==> config.mk <==
export PLATFORM = sky130hd
export DESIGN_NAME = uart_tx_fifo
export DESIGN_NICKNAME = d
export VERILOG_FILES = /design/src/rtl/uart_pkg.sv /design/src/rtl/sync_fifo.sv /design/src/rtl/uart_tx_fifo.sv
export SDC_FILE = /design/constraint.sdc
export NUM_CORES = 1
export LEC_CHECK = 0
export CORE_MARGIN = 4
export CORE_UTILIZATION = 40
export DETAILED_ROUTE_END_ITERATION = 6
export DONT_BUFFER_PORTS = 1
export GPL_ROUTABILITY_DRIVEN = 0
export GPL_TIMING_DRIVEN = 0
export SKIP_LAST_GASP = 1
export SLEW_MARGIN = 20
export SYNTH_ARGS = -nofsm -noshare
export SYNTH_HDL_FRONTEND = slang
export SYNTH_HIERARCHICAL = 1
export SYNTH_SLANG_ARGS = --single-unit
==> constraint.sdc <==
create_clock -name clk -period 3.7 [get_ports clk]
set_clock_uncertainty 0.15 [all_clocks]
set_input_delay 0.555 -clock clk [delete_from_list [all_inputs] [get_ports clk]]
set_output_delay 0.555 -clock clk [all_outputs]
set_load 0.01 [all_outputs]
==> src/rtl/uart_pkg.sv <==
// Shared UART definitions: parity-mode codes and the frame state enum.
// Used by the transmitter and the planned parametrised receiver.
package uart_pkg;

  localparam int PAR_NONE = 0;
  localparam int PAR_ODD  = 1;
  localparam int PAR_EVEN = 2;

  typedef enum logic [2:0] {
    ST_IDLE,
    ST_START,
    ST_DATA,
    ST_PAR,
    ST_STOP
  } uart_state_e;

endpackage

==> src/rtl/sync_fifo.sv <==
// Single-clock FIFO with registered count; rd_data shows the head word.
// Ports: clk, rst (async active-low), wr_en/wr_data, rd_en/rd_data, full, empty, count.
module sync_fifo #(
  parameter int WIDTH = 8,
  parameter int DEPTH = 16
) (
  input  logic                   clk,
  input  logic                   rst,
  input  logic                   wr_en,
  input  logic [WIDTH-1:0]       wr_data,
  input  logic                   rd_en,
  output logic [WIDTH-1:0]       rd_data,
  output logic                   full,
  output logic                   empty,
  output logic [$clog2(DEPTH):0] count
);

  localparam int AW = $clog2(DEPTH);

  logic [WIDTH-1:0] mem_q [DEPTH];
  logic [AW-1:0]    wr_ptr_q, wr_ptr_d;
  logic [AW-1:0]    rd_ptr_q, rd_ptr_d;
  logic [AW:0]      count_q, count_d;
  logic             do_wr, do_rd;

  assign full    = (count_q == (AW+1)'(DEPTH));
  assign empty   = (count_q == '0);
  assign do_wr   = wr_en & ~full;
  assign do_rd   = rd_en & ~empty;
  assign rd_data = mem_q[rd_ptr_q];
  assign count   = count_q;

  // Pointers wrap naturally because DEPTH is a power of two.
  always_comb begin
    wr_ptr_d = wr_ptr_q + AW'(do_wr);
    rd_ptr_d = rd_ptr_q + AW'(do_rd);
    count_d  = count_q + (AW+1)'(do_wr)
             - (AW+1)'(do_rd);
  end

  always_ff @(posedge clk or negedge rst) begin
    if (!rst) begin
      wr_ptr_q <= '0;
      rd_ptr_q <= '0;
      count_q  <= '0;
    end else begin
      wr_ptr_q <= wr_ptr_d;
      rd_ptr_q <= rd_ptr_d;
      count_q  <= count_d;
    end
  end

  always_ff @(posedge clk) begin
    if (do_wr) mem_q[wr_ptr_q] <= wr_data;
  end

endmodule

==> src/rtl/uart_tx_fifo.sv <==
// Buffered UART transmitter: FIFO, baud counter, framing FSM, parity.
// Ports: clk, rst (async active-low), tx_val/tx_data in, tx_rdy, overflow, fifo_count, tx, busy out.
module uart_tx_fifo
  import uart_pkg::*;
#(
  parameter int CLKS_PER_BIT = 87,
  parameter int DATA_BITS    = 8,
  parameter int PARITY       = 0,
  parameter int STOP_BITS    = 1,
  parameter int FIFO_DEPTH   = 16
) (
  input  logic                          clk,
  input  logic                          rst,
  input  logic                          tx_val,
  input  logic [DATA_BITS-1:0]          tx_data,
  output logic                          tx_rdy,
  output logic                          overflow,
  output logic [$clog2(FIFO_DEPTH):0]   fifo_count,
  output logic                          tx,
  output logic                          busy
);

  localparam int CW = $clog2(FIFO_DEPTH) + 1;
  localparam int BW = $clog2(CLKS_PER_BIT);

  uart_state_e          state_q, state_d;
  logic [BW-1:0]        baud_q, baud_d;
  logic [3:0]           bit_q, bit_d;
  logic [DATA_BITS-1:0] sh_q, sh_d;
  logic                 par_q, par_d;
  logic                 tx_q, tx_d;
  logic                 busy_q, busy_d;
  logic                 rdy_q, rdy_d;
  logic                 ovf_q, ovf_d;

  logic                 push, pop;
  logic                 full, empty;
  logic [DATA_BITS-1:0] head;
  logic [CW-1:0]        cnt_next;
  logic                 tc;
  logic                 par_nx;

  // A refused write is decided on the pre-edge full flag, so a
  // simultaneous pop never lets a write slip in.
  assign push = tx_val & ~full;

  sync_fifo #(
    .WIDTH (DATA_BITS),
    .DEPTH (FIFO_DEPTH)
  ) u_fifo (
    .clk     (clk),
    .rst     (rst),
    .wr_en   (push),
    .wr_data (tx_data),
    .rd_en   (pop),
    .rd_data (head),
    .full    (full),
    .empty   (empty),
    .count   (fifo_count)
  );

  assign tc       = (baud_q == BW'(CLKS_PER_BIT - 1));
  assign cnt_next = fifo_count + CW'(push) - CW'(pop);
  assign rdy_d    = (cnt_next != CW'(FIFO_DEPTH));
  assign ovf_d    = tx_val & full;

  // tx_d always carries the level of the bit that starts on this
  // edge, so the line comes straight from a flop.
  always_comb begin
    state_d = state_q;
    baud_d  = baud_q;
    bit_d   = bit_q;
    sh_d    = sh_q;
    par_d   = par_q;
    tx_d    = tx_q;
    busy_d  = busy_q;
    pop     = 1'b0;
    par_nx  = par_q ^ sh_q[0];
    if (state_q != ST_IDLE) begin
      baud_d = tc ? '0 : baud_q + BW'(1);
    end
    unique case (state_q)
      ST_IDLE: begin
        tx_d   = 1'b1;
        busy_d = 1'b0;
        if (!empty) begin
          pop     = 1'b1;
          sh_d    = head;
          baud_d  = '0;
          par_d   = 1'b0;
          state_d = ST_START;
          tx_d    = 1'b0;
          busy_d  = 1'b1;
        end
      end
      ST_START: begin
        if (tc) begin
          state_d = ST_DATA;
          bit_d   = '0;
          tx_d    = sh_q[0];
        end
      end
      ST_DATA: begin
        if (tc) begin
          par_d = par_nx;
          sh_d  = sh_q >> 1;
          if (bit_q == 4'(DATA_BITS - 1)) begin
            bit_d = '0;
            if (PARITY != PAR_NONE) begin
              state_d = ST_PAR;
              tx_d    = (PARITY == PAR_ODD) ? ~par_nx : par_nx;
            end else begin
              state_d = ST_STOP;
              tx_d    = 1'b1;
            end
          end else begin
            bit_d = bit_q + 4'd1;
            tx_d  = sh_q[1];
          end
        end
      end
      ST_PAR: begin
        if (tc) begin
          state_d = ST_STOP;
          bit_d   = '0;
          tx_d    = 1'b1;
        end
      end
      ST_STOP: begin
        if (tc) begin
          if (bit_q == 4'(STOP_BITS - 1)) begin
            if (!empty) begin
              pop     = 1'b1;
              sh_d    = head;
              par_d   = 1'b0;
              state_d = ST_START;
              tx_d    = 1'b0;
            end else begin
              state_d = ST_IDLE;
              tx_d    = 1'b1;
              busy_d  = 1'b0;
            end
          end else begin
            bit_d = bit_q + 4'd1;
          end
        end
      end
      default: begin
        state_d = ST_IDLE;
      end
    endcase
  end

  always_ff @(posedge clk or negedge rst) begin
    if (!rst) begin
      state_q <= ST_IDLE;
      baud_q  <= '0;
      bit_q   <= '0;
      sh_q    <= '0;
      par_q   <= 1'b0;
      tx_q    <= 1'b1;
      busy_q  <= 1'b0;
      rdy_q   <= 1'b1;
      ovf_q   <= 1'b0;
    end else begin
      state_q <= state_d;
      baud_q  <= baud_d;
      bit_q   <= bit_d;
      sh_q    <= sh_d;
      par_q   <= par_d;
      tx_q    <= tx_d;
      busy_q  <= busy_d;
      rdy_q   <= rdy_d;
      ovf_q   <= ovf_d;
    end
  end

  assign tx       = tx_q;
  assign busy     = busy_q;
  assign tx_rdy   = rdy_q;
  assign overflow = ovf_q;

endmodule

# Word-level counts from Yosys, hierarchy flattened
# Memory sizes are Yosys's and may differ from the RTL's.
# Cells that the tools add are included.
# word_totals
register_bits	39
ramBits	128
input_bits	11
out_inout_bits	9
elab_cells	100
n_memories	1
# mem_list
name	words	word_bits	rd	rd_clocked_by_memory_dff	write_ports	line_no	source
u_fifo.mem_q	16	8	1	0	1	sync_fifo.sv:20	logic [WIDTH-1:0] mem_q [DEPTH];
# op_classes
n_addsub	8
n_eq_ne	18
mux	42
bitwise	6
n_reduce_logical	14
# ops
operator	count
$mux 8	4
$mux 7	4
$pmux 8 s3	1
$mux 3	7
$mux 4	5
$ne 2x2->1 const B	9
$mux 1	16
$pmux 3 s5	1
$pmux 4 s3	1
$add 5x1->5	2
$sub 5x1->5	2
$reduce_bool 3->1	3
$add 4x1->4	2
$reduce_and 4->1	2
$add 7x1->7 const B	1
$eq 7x7->1 const B	1
$reduce_and 7->1	1
$eq 3x2->1 const B	2
$reduce_and 6->1	1
$eq 5x5->1 const B	1
$logic_not 5->1	1
$ne 5x5->1 const B	1
$pmux 1 s5	1
$reduce_and 5->1	1
13 further kinds	18

# Depth between registers and ports, before layout
# Gate-level depths: netlist of run 1.
# logic_depth
depth_word	7
ltp_mapped	16
ltp_nobuf	16

# Modules after synthesis
# Netlist of run 1, hierarchy kept.
# by_module_without_submodules
mod	instances	cells_per_inst	area_each_um2	seq_area_each_um2
sync_fifo	1	309	5730.5	4169.0
uart_tx_fifo	1	171	1725.4	653.1

# Least setup slack after synthesis of run 1
# No wires, ideal clock.
# synth_timing
kind	register to register
startpoint	reg u_fifo.count_q[3] (netlist: u_fifo/count[3])
endpoint	reg u_fifo.count_q[4] (netlist: u_fifo/count[4])
setup_ns	0.080
t_arrival_ns	3.048
t_required_ns	3.470
path_slack_ns	0.422
stages_incl_launch_ff	15
n_path_buf	0
synth_period_minus_slack_ns	3.278
cell_sequence	dfrtp_1 inv_1 ha_1 nor4b_1 nor2_1 nor2b_1 ha_1 inv_1 ha_1 inv_1 fa_1 inv_1 a21oi_1 o21bai_1 xnor2_1
# synth_via
elab_chain_len	7
elab_cells_between_ends	13
cone_classes	2 x add/sub; 1 x eq/ne; 4 x mux; 5 x bitwise; 1 x reduce/logical
# synth_lines
element	line_no	source
start: declaration	sync_fifo.sv:23	logic [AW:0] count_q, count_d;
start signal: assignment	sync_fifo.sv:49	count_q <= count_d;
$logic_not 5->1 *	sync_fifo.sv:27	assign empty = (count_q == '0);
net empty	uart_tx_fifo.sv:37	logic full, empty;
$mux 1 *	uart_tx_fifo.sv:86, uart_tx_fifo.sv:132	
$mux 1	uart_tx_fifo.sv:131	if (bit_q == 4'(STOP_BITS - 1)) begin
$mux 1	uart_tx_fifo.sv:130	if (tc) begin
$pmux 1 s2 *	uart_tx_fifo.sv:82	unique case (state_q)
net pop	uart_tx_fifo.sv:36	logic push, pop;
$and 1x1->1 *	sync_fifo.sv:29	assign do_rd = rd_en & ~empty;
$sub 5x1->5 *	sync_fifo.sv:38	- (AW+1)'(do_rd);
net u_fifo.count_d[4]	sync_fifo.sv:23	
# The timed path passes the listed nets; every way through them passes the cells marked *.
# A chain may end at the register's enable or synchronous reset.

# Final worst setup path of run 1
# layout_timing
startpoint	reg bit_q[0]
endpoint	reg u_fifo.count_q[4] (netlist: u_fifo/count[4])
# layout_via
elab_chain_len	6
# layout_lines
element	line_no	source
start: declaration	uart_tx_fifo.sv:28	logic [3:0] bit_q, bit_d;
start signal: assignment	uart_tx_fifo.sv:168	bit_q <= bit_d;
$logic_not 4->1	uart_tx_fifo.sv:131	
$mux 1	uart_tx_fifo.sv:131	
$mux 1	uart_tx_fifo.sv:130	
$pmux 1 s2	uart_tx_fifo.sv:82	
net pop	uart_tx_fifo.sv:36	
$and 1x1->1	sync_fifo.sv:29	
$sub 5x1->5	sync_fifo.sv:38	
net u_fifo.count_d[4]	sync_fifo.sv:23	
# The timed path passes the listed nets, and every way through them passes these cells.

==> summary.txt, run 1 <==
Setup path
  – Worst R2R Path Depth: 16
  – Worst-path cell chain: inv_1 -> ha_1 -> nor3b_4 -> nand3_1 -> a211o_1 -> nor2_1 -> nor2b_2 -> ha_1 -> inv_1 -> ha_1 -> inv_1 -> fa_1 -> inv_1 -> a21oi_1 -> o21bai_1 -> xnor2_1
  – Reg2reg start: bit_q[0]$_DFFE_PN0P_
  – Worst path top cell family by delay: adder cells
  – Buffers & Inverters on Critical Path: 4
  – Critical path class: reg2reg
  – Worst setup EP type: register
  – RR Endpoint: u_fifo/count[4]$_DFF_PN0_
  – CP max FO: 3
  – CP required: 3.90 ns
  – Max stage delay on crit path: 0.40 ns
  – Worst EP arrival: 3.54 ns
  – Critical path launch point type: register
  – R2R setup slack: 0.35 ns
  – CP max-delay cell: dfrtp_1
  – Crit path top cell by count: inv_1

Yosys
  – Syn Nets: 512
  – Simple-Gate Fraction of Synth Area: 7.90%
  – Cell area after synthesis: 7460 um^2
  – Post-synthesis average cell area: 15.5 um^2
  – Ys async rst share: 23.4%
  – Compound-Gate Fraction of Synth Area: 7.01%
  – Post-synth top area share: 51.6%
  – Synth Register Bits: 167
  – Post-Synth Adder-Cell Area: 3.73%
  – Sequential fraction of the synthesis area: 64.7%
  – Most instantiated cells after synthesis: edfxtp_1 (128), dfrtp_1 (37), mux2i_1 (33), inv_1 (22), o21ai_0 (22)
  – Largest family of logic cells by synthesized area: multiplexers
  – Most common cell in the netlist: edfxtp_1
  – XOR/XNOR Fraction of Synth Area: 1.53%
  – EDFF count, synth: 128
  – Top_reg_cell synth: edfxtp_1
  – Synth area leaders: edfxtp_1 (52%), dfrtp_1 (12%), mux4_2 (4.8%), mux2i_1 (4.4%), ha_1 (3.2%)
  – Mux contribution to synthesized area: 11.7%
  – Library cells used by synthesis: 61
  – Yosys top cell by area: edfxtp_1
  – Synthesis Warnings: 6
  – Cells after Synth: 480

STA
  – Tcrit/Tclk final: 90.4%
  – Setup Viol. Count Final: 0
  – Time the worst path needs with I/O delays and setup: 3.35 ns
  – Worst Tran Pin Value: 0.859 ns
  – Final Hold Vio Count: 0
  – Min setup slack post-route: 0.355 ns
  – Final hold slack: 0.0691 ns
  – RSZ-0062 raised after global routing: no
  – Fmax: 299 MHz
  – Setup TNS Final: 0 ns
  – Relative slew margins: 42.5%
  – Slew Limit Fails: 0

Layout
  – Fraction of layout cells with a size suffix above 1: 20.1%
  – Layout area overhead: 12.5%
  – Final core occ: 46.2%
  – Post-route insts no fill: 746
  – Fillers: 1,585
  – Nets: 536
  – ANT cells: 0

Route
  – TritonRoute pass-1 iters: 5
  – Routed WL per cell: 20.1 um
  – Vias: 4,102
  – DRT iter0 DRCs: 234
  – Post-Route WL: 15,000 um
  – Via density: 5.50
  – DRC: 0
  – Post-route ant nets: 0

Worst hold path
  – Hold Path Sink: u_fifo/mem_q[10][7]$_DFFE_PP_
  – Hold path cells: 0
  – Hold path start: tx_data[7]
  – Worst min-delay path class: in2reg

Placed design
  – Pre-CTS WS: 0.200 ns
  – PortBufs: 0
  – Placed cells: 710
  – Final HPWL DP: 10,000 um

Power
  – Maximum vdd ir drop: 356 uV
  – Pint: 3.47 mW
  – Pwr per Cell Area: 566 nW/um^2
  – Pleak: 3.22 nW
  – Seq pwr share: 49.9%
  – NetSw: 1.28 mW
  – Net Sw Frac: 26.9%
  – Clk pwr share: 35.6%
  – Combinational power share: 14.5%

Outcome
  – Status: complete, no violations

Clock network
  – Num CTS Buffers: 17
  – CTS Buffer Depth: 2
  – Clock sinks: 167
  – H-tree levels: 4
  – Clk root buf: clkbuf_16
  – CTS tree: done
  – Clk Latency, worst-skew pair: 0.43 ns
  – Clk pin slew, worst setup/hold paths: 0.07 ns

Floorplanning
  – Die width: 145 um
  – Core Area: 18,100 um^2
  – I/O pin count: 20
  – Die Height: 145 um
  – Die footprint: 20,900 um^2
  – # rows: 49
  – Initial core utilization: 41.1%

Global route
  – Total gr overflow: 0
  – Vias in the first global route: 4,085
  – Largest net degree at the start of global routing: 40
  – Initial antenna violation count: 0
  – First-pass GRT wire length: 23,600 um
  – Gr usage total: 15.3%

Job
  – Max-cap violations: 0
-- how the worst max path moves through the flow --
stage	slack (ns)	cells after the start	end	startpoint
after floorplan	0.42	14	u_fifo/count[4]$_DFF_PN0_	u_fifo/count[3]$_DFF_PN0_
after global routing	0.01	16	u_fifo/count[4]$_DFF_PN0_	bit_q[0]$_DFFE_PN0P_
after global placement	-0.35	14	u_fifo/count[4]$_DFF_PN0_	u_fifo/count[2]$_DFF_PN0_
after detailed placement	0.20	16	u_fifo/count[4]$_DFF_PN0_	bit_q[0]$_DFFE_PN0P_
final	0.35	16	u_fifo/count[4]$_DFF_PN0_	bit_q[0]$_DFFE_PN0P_
after CTS	0.17	16	u_fifo/count[4]$_DFF_PN0_	bit_q[0]$_DFFE_PN0P_
-- flip-flops by register name, summed over array words and instances (netlist names) --
signal           count
u_fifo/mem_q       128
sh_q                 8
baud_q               7
u_fifo/count         5
bit_q                4
u_fifo/rd_ptr_q      4
u_fifo/wr_ptr_q      4
state_q              3
busy                 1
overflow             1
tx                   1
tx_rdy               1
-- layer usage --
layer | GRT usage, % | share of wire [%]
met5 | 0 | 0
met4 | 6.19 | 2.4
met3 | 2.91 | 4.1
met2 | 25.2 | 51
met1 | 20.0 | 43
-- cell type report --
cell class	instances	area, um^2	share of cell area, %
Buffer	20	173	2.06
Clock buffer	19	433	5.16
Clock inverter	13	134	1.60
Inverter	23	86.3	1.03
Multi-Input combinational cell	270	2400	28.7
Sequential cell	167	4820	57.5
Tap cell	229	287	3.42
Timing Repair Buffer	5	50.0	0.597
-- stage by stage --
stage,area [um^2],power [mW]
floorplan,7460,2.89
global route,8390,5.00
global placement,7740,3.04
detailed placement,7770,3.09
finish,8390,4.75
CTS,8370,4.81
-- power groups by stage --
stage	sequential (mW)	clock (mW)	combinational, mW
finish	2.37	1.69	0.688
global placement	2.40	0	0.640
CTS	2.37	1.74	0.700
floorplan	2.37	0	0.522
global route	2.39	1.82	0.787
detailed placement	2.41	0	0.682
-- layout by cell type (no fill, tap or decap), types with 8 or more instances in the layout --
cell / synthesis / routed
edfxtp_1: 128 / 128
dfrtp_1: 37 / 37
mux2i_1: 33 / 33
inv_1: 22 / 22
o21ai_0: 22 / 22
nor2_1: 20 / 20
nand2_1: 19 / 19
ha_1: 19 / 19
clkbuf_16: 0 / 17
mux4_2: 16 / 16
mux2_2: 15 / 15
a221oi_1: 14 / 14
nand3_1: 9 / 9
a21oi_1: 8 / 8
a22oi_1: 8 / 8
-- kinds of logic (layout without fill, tap and decap cells) --
group | Yosys count | in the layout
buffers and inverters | 43 | 80
DFF | 167 | 167
adders and majority gates | 21 | 21
and+or+nand+nor | 99 | 99
AOI/OAI and AO/OA | 72 | 72
xor gates and xnor gates | 13 | 13
muxes | 65 | 65
-- repair_timing --
action / CTS / global route
buffers inserted: 0 / 2
endpoints found under the setup margin: 0 / 1
endpoints found under the hold margin: 39 / 0
resized for setup: 0 / 2
hold buffers: 2 / 0
No activity file was read; power rests on OpenSTA's default activity.
==> run 2: changes to the inputs <==
==> constraint.sdc (replaced) <==
create_clock -name clk -period 3 [get_ports clk]
set_clock_uncertainty 0.15 [all_clocks]
set_input_delay 0.45 -clock clk [delete_from_list [all_inputs] [get_ports clk]]
set_output_delay 0.45 -clock clk [all_outputs]
set_load 0.01 [all_outputs]
==> run 2 against run 1 <==
The run now ends with setup timing left; sequential power rose by 24%; die area is the same; non-clock buffer count is 23 higher; count of clock-buffer cells in the layout down 2; clock power is 29% higher.
==> summary.txt, run 2 (same netlist as run 1, synthesis figures left out) <==
Outcome
  – Status: finished with violations
  – Failing checks: setup timing

Route
  – Routed WL per cell: 20.0 um
  – Post-route ant nets: 0
  – Post-Route WL: 15,300 um
  – DRC: 0
  – TritonRoute pass-1 iters: 5
  – Vias: 4,200
  – Via density: 5.46
  – DRT iter0 DRCs: 304

Setup path
  – Crit. path cell count: 9
  – Worst-path cell chain: inv_1 -> ha_1 -> and4bb_1 -> nand2b_1 -> inv_1 -> nand2b_1 -> inv_2 -> nand3b_1 -> nor2_1
  – Worst path top cell family by delay: simple AND/OR/NAND/NOR gates
  – CP required: 2.91 ns
  – RR Endpoint: u_fifo/mem_q[10][4]$_DFFE_PP_
  – Worst setup EP type: register
  – Critical path launch point type: register
  – CP max FO: 8
  – Worst EP arrival: 2.91 ns
  – CP max-delay cell: nor2_1
  – Worst R2R Path Depth: 9
  – Max stage delay on crit path: 0.67 ns
  – Reg2reg start: u_fifo/count[2]$_DFF_PN0_
  – R2R setup slack: -0.005 ns
  – Buffers & Inverters on Critical Path: 3
  – Critical path class: reg2reg

STA
  – Tcrit/Tclk final: 100%
  – Worst Tran Pin Value: 0.773 ns
  – Setup TNS Final: -0.0248 ns
  – RSZ-0062 raised after global routing: yes
  – Fmax: 333 MHz
  – Final Hold Vio Count: 0
  – Time the worst path needs with I/O delays and setup: 3.00 ns
  – Slew Limit Fails: 0
  – Setup Viol. Count Final: 9
  – Relative slew margins: 48.3%
  – Min setup slack post-route: -0.00452 ns
  – Final hold slack: 0.328 ns

Global route
  – Total gr overflow: 0
  – Gr usage total: 15.6%
  – First-pass GRT wire length: 24,400 um
  – Largest net degree at the start of global routing: 40
  – Vias in the first global route: 4,293
  – Initial antenna violation count: 0

Layout
  – Fillers: 1,552
  – Largest registers: u_fifo/mem_q (128), sh_q (8), baud_q (7)
  – Most common cell after layout, fill and taps aside: edfxtp_1
  – Post-route insts no fill: 769
  – Layout area overhead: 17.3%
  – Max reg flops: 128
  – FF+latch area: 4820 um^2
  – Final core occ: 48.2%
  – Area of the multi-input gates: 2530 um^2
  – Fraction of layout cells with a size suffix above 1: 27.0%
  – ANT cells: 0
  – Highest-count cells in the layout ignoring fill and taps: edfxtp_1 (128), dfrtp_1 (37), mux2i_1 (33), o21ai_0 (22), buf_4 (20)
  – Nets: 559
  – Reg with most FFs: u_fifo/mem_q

Clock network
  – Clk pin slew, worst setup/hold paths: 0.07 ns
  – CTS Buffer Depth: 2
  – Clk Latency, worst-skew pair: 0.43 ns
  – CTS tree: done
  – Clk root buf: clkbuf_16
  – Num CTS Buffers: 17
  – Clock sinks: 167
  – H-tree levels: 4

Floorplanning
  – I/O pin count: 20
  – Die Height: 145 um
  – Initial core utilization: 41.1%
  – # rows: 49
  – Core Area: 18,100 um^2
  – Die footprint: 20,900 um^2
  – Die width: 145 um

Job
  – Max-cap violations: 0

Power
  – Pleak: 3.36 nW
  – Pwr per Cell Area: 701 nW/um^2
  – Pwr Total: 6.13 mW
  – Maximum vdd ir drop: 448 uV

Placed design
  – Placed cells: 709
  – PortBufs: 0
  – Final HPWL DP: 10,200 um

Worst hold path
  – Worst min-delay path class: in2async
## run 2: changes by cell type in the layout (fill, tap and decap cells not counted), moves of 5 or more
cell           previous run  this run
nor2_1                   20         8
buf_4                     5        20
dlygate4sd3_1             1        10
inv_6                     7         2
nor2_2                    0        11
ha_1                     19        14
## run 2: per-stage QoR
stage / area, um^2 / setup slack [ns]
after floorplan: 7480 / 0.00588
after global placement: 7760 / -0.521
after detailed placement: 7780 / -0.621
after CTS: 8650 / -0.0777
after global routing: 8740 / -0.234
final: 8740 / -0.00452
## run 2: layout make-up
type                            count  area share [%]
Buffer                             20            1.98
Clock buffer                       17            4.87
Clock inverter                     15            1.92
Inverter                           23           0.988
Multi-Input combinational cell    270            29.0
Sequential cell                   167            55.2
Tap cell                          229            3.28
Timing Repair Buffer               28            2.83
## run 2: where the power goes
group          leakage, nW  switching, mW  total, mW  internal [mW]
sequential            1.63          0.164       2.93           2.77
combinational         1.43          0.609       1.02          0.413
clock                0.297          0.930       2.18           1.25
total                 3.36           1.70       6.13           4.43
## run 2: worst max path at each step
stage	startpoint	to
2_1_floorplan	bit_q[0]$_DFFE_PN0P_	u_fifo/count[4]$_DFF_PN0_
3_3_place_gp	u_fifo/count[2]$_DFF_PN0_	u_fifo/count[4]$_DFF_PN0_
3_5_place_dp	u_fifo/count[3]$_DFF_PN0_	u_fifo/count[4]$_DFF_PN0_
4_1_cts	u_fifo/count[3]$_DFF_PN0_	u_fifo/mem_q[0][0]$_DFFE_PP_
5_1_grt	baud_q[0]$_DFF_PN0_	u_fifo/count[4]$_DFF_PN0_
6_report	u_fifo/count[2]$_DFF_PN0_	u_fifo/mem_q[10][4]$_DFFE_PP_
## run 2: worst reg2reg max path, stage by stage (launching register included)
cell and delay [ns]:
dfrtp_1 0.49, inv_1 0.11, ha_1 0.24, and4bb_1 0.24, nand2b_1 0.17, inv_1 0.07, nand2b_1 0.13, inv_2 0.12
nand3b_1 0.24, nor2_1 0.68
## run 2: repair_timing
item / CTS / global route
endpoints found under the hold margin: 168 / 0
gates resized for setup: 18 / 16
pin swaps: 10 / 12
setup endpoints to repair: 30 / 133
hold buffers: 11 / 0
setup buffers: 13 / 4
## run 2: layer usage
metal	global-route usage, %	wire length [um]	up-vias	part of all wire (%)
met5	0	0	-	0
met3	2.88	432	14	2.8
met2	25.9	7800	76	51
met1	21.0	6890	2167	45
li1	-	-	1943	-
met4	5.06	218	0	1.4
